### config.mk
export PLATFORM = sky130hd
export DESIGN_NAME = decode_ctrl_stage
export DESIGN_NICKNAME = d
export VERILOG_FILES = /design/src/rtl/cpu_isa_pkg.sv /design/src/rtl/decode_ctrl_comb.sv /design/src/rtl/decode_ctrl_stage.sv
export SDC_FILE = /design/constraint.sdc
export NUM_CORES = 1
export LEC_CHECK = 0
export CAP_MARGIN = 20
export CORE_MARGIN = 4
export CORE_UTILIZATION = 29
export CTS_CLUSTER_DIAMETER = 40
export CTS_CLUSTER_SIZE = 8
export DETAILED_ROUTE_END_ITERATION = 8
export HOLD_SLACK_MARGIN = 0.08
export PLACE_DENSITY = 0.72
export SLEW_MARGIN = 20
export SYNTH_ARGS = -nofsm -noshare
export SYNTH_HDL_FRONTEND = slang
export SYNTH_SLANG_ARGS = --single-unit
### constraint.sdc
create_clock -name clk -period 1.9 [get_ports clk]
set_clock_uncertainty 0.05 [all_clocks]
set_input_delay 0.38 -clock clk [delete_from_list [all_inputs] [get_ports clk]]
set_output_delay 0.38 -clock clk [all_outputs]
set_load 0.01 [all_outputs]
### src/rtl/cpu_isa_pkg.sv
// Shared ISA definitions for the vector CPU pipeline:
// opcodes, func codes, subword widths and instruction field positions.
package cpu_isa_pkg;

   localparam logic [0:5] OP_RTYPE = 6'b101010;
   localparam logic [0:5] OP_VLD   = 6'b100000;
   localparam logic [0:5] OP_VSD   = 6'b100001;
   localparam logic [0:5] OP_VBEZ  = 6'b100010;
   localparam logic [0:5] OP_VBNEZ = 6'b100011;
   localparam logic [0:5] OP_VNOP  = 6'b111100;

   localparam logic [0:5] FN_AND   = 6'd1;
   localparam logic [0:5] FN_OR    = 6'd2;
   localparam logic [0:5] FN_XOR   = 6'd3;
   localparam logic [0:5] FN_NOT   = 6'd4;
   localparam logic [0:5] FN_MOV   = 6'd5;
   localparam logic [0:5] FN_ADD   = 6'd6;
   localparam logic [0:5] FN_SUB   = 6'd7;
   localparam logic [0:5] FN_MULEU = 6'd8;
   localparam logic [0:5] FN_MULOU = 6'd9;
   localparam logic [0:5] FN_SLL   = 6'd10;
   localparam logic [0:5] FN_SRL   = 6'd11;
   localparam logic [0:5] FN_SRA   = 6'd12;
   localparam logic [0:5] FN_RTTH  = 6'd13;
   localparam logic [0:5] FN_DIV   = 6'd14;
   localparam logic [0:5] FN_MOD   = 6'd15;
   localparam logic [0:5] FN_SQEU  = 6'd16;
   localparam logic [0:5] FN_SQOU  = 6'd17;
   localparam logic [0:5] FN_SQRT  = 6'd18;

   localparam logic [0:1] WW_B = 2'b00;
   localparam logic [0:1] WW_H = 2'b01;
   localparam logic [0:1] WW_W = 2'b10;
   localparam logic [0:1] WW_D = 2'b11;

   localparam int OP_HI   = 0;
   localparam int OP_LO   = 5;
   localparam int RD_HI   = 6;
   localparam int RD_LO   = 10;
   localparam int RA_HI   = 11;
   localparam int RA_LO   = 15;
   localparam int RB_HI   = 16;
   localparam int RB_LO   = 20;
   localparam int PPP_HI  = 21;
   localparam int PPP_LO  = 23;
   localparam int WW_HI   = 24;
   localparam int WW_LO   = 25;
   localparam int FUNC_HI = 26;
   localparam int FUNC_LO = 31;

   typedef struct packed {
      logic [0:4] rd;
      logic [0:4] ra;
      logic [0:4] rb;
      logic [0:2] ppp;
      logic [0:1] ww;
      logic       wr_en;
      logic       mem_en;
      logic       mem_wr_en;
      logic       bez;
      logic       bnez;
   } id_ctrl_t;

   function automatic logic func_writes(input logic [0:5] func);
      return (func >= FN_AND) && (func <= FN_SQRT);
   endfunction

endpackage

### src/rtl/decode_ctrl_comb.sv
// Combinational decode of one instruction word into the
// ID-stage control word.
module decode_ctrl_comb
   import cpu_isa_pkg::*;
(
   input  logic [0:31] inst,
   output id_ctrl_t    ctrl
);

   logic [0:5] op;
   logic [0:5] func;

   assign op   = inst[OP_HI:OP_LO];
   assign func = inst[FUNC_HI:FUNC_LO];

   always_comb begin
      ctrl    = '0;
      ctrl.rd = inst[RD_HI:RD_LO];
      ctrl.ra = inst[RA_HI:RA_LO];
      ctrl.rb = inst[RB_HI:RB_LO];
      unique case (1'b1)
         (op == OP_RTYPE): begin
            ctrl.ppp   = inst[PPP_HI:PPP_LO];
            ctrl.ww    = inst[WW_HI:WW_LO];
            ctrl.wr_en = func_writes(func);
         end
         (op == OP_VLD): begin
            ctrl.wr_en  = 1'b1;
            ctrl.mem_en = 1'b1;
         end
         (op == OP_VSD): begin
            ctrl.mem_en    = 1'b1;
            ctrl.mem_wr_en = 1'b1;
         end
         (op == OP_VBEZ):  ctrl.bez  = 1'b1;
         (op == OP_VBNEZ): ctrl.bnez = 1'b1;
         // VNOP and undefined opcodes leave every enable clear
         default: ;
      endcase
   end

endmodule

### src/rtl/decode_ctrl_stage.sv
// ID stage control decode with the ID/EX output register;
// a reset cycle presents a NOP downstream.
module decode_ctrl_stage
   import cpu_isa_pkg::*;
(
   input  logic        clk,
   input  logic        reset,
   input  logic [0:31] inst,
   output logic [0:4]  ID_rD,
   output logic [0:4]  ID_rA,
   output logic [0:4]  ID_rB,
   output logic [0:2]  ID_ppp,
   output logic [0:1]  ID_WW,
   output logic        ID_wrEn,
   output logic        ID_memEn,
   output logic        ID_memwrEn,
   output logic        ID_decode_ctrl_bez,
   output logic        ID_decode_ctrl_bnez
);

   id_ctrl_t ctrl_d;
   id_ctrl_t ctrl_q;

   decode_ctrl_comb u_comb (
      .inst (inst),
      .ctrl (ctrl_d)
   );

   always_ff @(posedge clk) begin
      if (reset) ctrl_q <= '0;
      else       ctrl_q <= ctrl_d;
   end

   assign ID_rD               = ctrl_q.rd;
   assign ID_rA               = ctrl_q.ra;
   assign ID_rB               = ctrl_q.rb;
   assign ID_ppp              = ctrl_q.ppp;
   assign ID_WW               = ctrl_q.ww;
   assign ID_wrEn             = ctrl_q.wr_en;
   assign ID_memEn            = ctrl_q.mem_en;
   assign ID_memwrEn          = ctrl_q.mem_wr_en;
   assign ID_decode_ctrl_bez  = ctrl_q.bez;
   assign ID_decode_ctrl_bnez = ctrl_q.bnez;

endmodule

=== Word level (Yosys, flattened, before mapping) ===
Cells that the tools add are included.

* Bitwise gates (word level): 1
* Equal/unequal tests: 5
* Muxes and demuxes: 5
* Reduce and logical (&&, ||, !) cells: 3
* $lt $le $gt $ge: 2

{| class="wikitable"
|+ Operators with widths
! operator !! count
|-
| equality test 6 bit (second input constant) || 5
|-
| >= comparator 6 x 1 -> 1 bit (second input constant) || 1
|-
| <= comparator 6 x 5 -> 1 bit (second input constant) || 1
|-
| 2-to-1 mux 1 bit || 4
|-
| OR reduction 2 bit || 2
|-
| case mux 1 bit (2 select lines) || 1
|-
| logical AND 1 bit || 1
|-
| inverter 1 bit || 1
|}

* Logic and storage cells: 26
* Input port bits: 34
* Output and inout port bits: 25
* Bits in registers: 25

=== Longest topological paths before layout ===
Gate-level depths: netlist (run 1).

* Word-level depth: 3
* Mapped depth: 4
* Gate-level depth less buffers: 3

=== Hierarchy ===
From an unflattened synthesis (run 1), not the netlist that was laid out.

* Cells, all modules: 87
* Area total of the unflattened synthesis: 913.4 µm²

{| class="wikitable"
|+ Modules (own cells, without submodules)
! module !! cells each !! instances !! area an instance (µm²)
|-
| decode_ctrl_stage || 52 || 1 || 673.1
|-
| decode_ctrl_comb || 35 || 1 || 240.2
|}

=== Worst setup path before layout (run 1) ===
Ideal clock, no wire load.

* Kind: input to register
* Start: input inst[1] (netlist bit)
* End: register ctrl_q, in the netlist ID_WW[0]
* Setup time: 0.059 ns
* Path slack: 0.436 ns
* Path buffers: 1
* Arrival: 1.355 ns
* Stages: 4
* Path through: or4b_1 buf_2 nor3_4 and2_1

* Word-level cells in the longest chain between the ends: 3

{| class="wikitable"
|+ RTL lines
! item !! RTL line !! source
|-
| start: declaration || decode_ctrl_stage.sv:8 || <nowiki>input logic [0:31] inst,</nowiki>
|-
| equality test 6 bit || decode_ctrl_comb.sv:22 || <nowiki>(op == OP_RTYPE): begin</nowiki>
|-
| inverter 1 bit (no line) || - ||
|-
| OR reduction 2 bit (no line) || - ||
|-
| end signal: assignment || decode_ctrl_stage.sv:31 || <nowiki>else ctrl_q <= ctrl_d;</nowiki>
|-
| end: declaration || decode_ctrl_stage.sv:22 || <nowiki>id_ctrl_t ctrl_q;</nowiki>
|}

Every way passes these cells.
A chain may end at the register's enable or synchronous reset.

=== Final worst setup path (run 1) ===
Ends and elaborated chain as after synthesis.

==> results of run 1 <==
-- layout make-up --
| cell class | count | area, sq um | share of cell area [%] |
|---|---|---|---|
| Timing Repair Buffer | 59 | 588.1 | 42.11 |
| Sequential cell | 25 | 500.5 | 35.84 |
| Clock buffer | 3 | 22.52 | 1.613 |
| Clock inverter | 1 | 5.005 | 0.3584 |
| Tap cell | 30 | 37.54 | 2.688 |
| Multi-Input combinational cell | 36 | 242.7 | 17.38 |
-- placed cells by master (no fill, tap or decap), types with 2 or more instances in the layout --
cell,count
dfxtp_1,25
nor2_1,2
nor3_1,2
nand2_1,3
clkdlybuf4s50_1,58
nor2b_1,10
and2_1,6
and2b_1,5
clkbuf_4,3
-- power by group through the flow --
stage	sequential [W]	clock [W]	combinational, W
6_report	0.000546	0.000230	0.000143
3_3_place_gp	0.000558	0	0.000142
3_5_place_dp	0.000558	0	0.000145
5_1_grt	0.000548	0.000257	0.000153
2_1_floorplan	0.000568	0	0.0000216
4_1_cts	0.000547	0.000235	0.000145
-- per-stage QoR --
| stage | setup WS [ps] | util [%] |
|---|---|---|
| 3_5_place_dp | -92.46 | 55.25 |
| 3_3_place_gp | -55.14 | 55.25 |
| 6_report | 245.2 | 56.36 |
| 4_1_cts | 246.7 | 56.36 |
| 5_1_grt | 216.4 | 56.36 |
| 2_1_floorplan | 435.9 | - |
-- final timing paths --
path     start        to  slack (ps)  cells past startpoint
min   inst[13]  ID_rA[2]         550                      2
max    inst[1]  ID_WW[0]         250                      4
-- worst max-delay path: stages --
cell and delay (ps):
clkdlybuf4s50_1 400, or4b_1 690, nor3_4 260, and2_1 150
-- state kept, by name (all words and copies together), names as in the netlist --
signal,flops
ID_rA,5
ID_rB,5
ID_wrEn,1
ID_memwrEn,1
ID_decode_ctrl_bnez,1
ID_memEn,1
ID_WW,2
ID_rD,5
ID_ppp,3
ID_decode_ctrl_bez,1
-- layer usage --
metal / up-vias / part of all wire, %
met5: - / 0
met4: 0 / 0.38
met3: 2 / 6.9
met1: 297 / 34
li1: 327 / -
met2: 21 / 58
-- cells by family after synthesis --
family	after synthesis
and+or+nand+nor	33
AOI/OAI and AO/OA	3
DFF	25
buffers and inverters	2
==> metrics.txt, run 1 <==
Pwr Density=658.0 nW/um^2; Max VDD drop=0.6016 mV; Startpoint Class=primary input; Worst-Margin Slew=293.1 ps; Fin Hold WS=548.6 ps; Post-synth ARST share=0%; post-layout instance count excluding filler cells=154; final hold viol count=0; switching share of power=21.41%; Mapped Area=752.0 sq um; area grow syn2layout=85.69%; Post-synth EDFFs=0; Final Max Tran Viols=0; syn_area_per_cell=11.94 sq um; Synth cell types=17; cell-internal power=0.0007221 W; PortBufs=58; post-cts resize count=0; Overall Global Routing Usage=10.54%; Remaining DRCs=0; ranking of synthesized cells by area=dfxtp_1 (67%), nor2b_1 (8.3%), and2_1 (5.0%), and2b_1 (5.0%), nor3_4 (2.2%); multiplexer area fraction after synthesis=0%; most instantiated cells after synthesis=dfxtp_1 (25), nor2b_1 (10), and2_1 (6), and2b_1 (5), nand2_1 (3); simple-gate share of the synthesized area=28.95%; vias=647; global-route wire length before repair=2.739 mm; WL/cell=12.08 um; logic gate share of total power=15.5%; Worst EP arrival=1870 ps; Chip Height=58.92 um; # fillers=228; Yosys reg bits=25; outcome=finished clean; gr ovfl total=0; Net Sw Power=0.0001967 W; CTS hold repair buffers=0; gr busiest metal=met2; Post-DRT Antenna Nets=0; share of the synthesized area in the top cell type=66.56%; hpwl dp=1.580 mm; Final Instance Area=1396 sq um; # rows=18; period utilisation layout=87.10%; Max-cap violations=0; routing usage on met2=20.03%; xor/xnor share of the synthesized area=0%; Final Power=0.0009188 W; Worst Setup Path Type=in2reg; clk sinks=25; final setup violation count=0; Compound-Gate Fraction of Synth Area=3.328%; headroom to the max-slew limit=80.46%; area share of fa/ha/maj cells after synthesis=0%; CTS tree=done; post-synth top area cell=dfxtp_1; nets=159; First-pass DRT Iterations=6; # diodes=0; Placer Congestion=0.6104; Initial DRC Count=3; # IOs=59; WP data required=2120 ps; unrepaired setup endpoints after global routing=false; # placed instances=150; CTS Buf Count=3; clock network fraction of total power=25.0%; share of power burned in registers=59.5%; Synthesized Nets=97; sequential share of the synthesized area=66.56%; initial antenna violation count=0; die footprint=3472 sq um; H-tree level count=1; min-delay worst type=in2reg; crit path max fanout=6; root buf cell=clkbuf_4; largest net degree at the start of global routing=16; initial core utilization=30.35%; total core area=2477 sq um; Ys Warns=0; most common cell in the netlist=dfxtp_1; fin crit period=1655 ps; postcts setup bufs=0; main combinational cell family by area after synthesis=simple AND/OR/NAND/NOR gates; GR met1 Demand/Resource=10.42%; critical path capture point type=register; synthesized instance count=63; Clock transition at path regs=130 ps; Routed WL=1.860 mm; Sum Neg Setup Slack=0 ps; grt met3 use=4.825%; clock tree buffer depth=2; Max Freq=604.3 MHz; Leak Pwr=0.5409 nW; Most used DFF post-synth=dfxtp_1; Die Wd=58.92 um; Area after DPL=1369 sq um; fraction of layout cells with a size suffix above 1=5.645%; vias in the first global route=627; Via density=4.201
(Power assumes the default switching activity.)
==> inputs of run 2 (changes only) <==
Settings changed: CAP_MARGIN 20 to unset.
==> results of run 2 <==
Same layout as run 1: the final DEF is identical, and so are final timing and power.
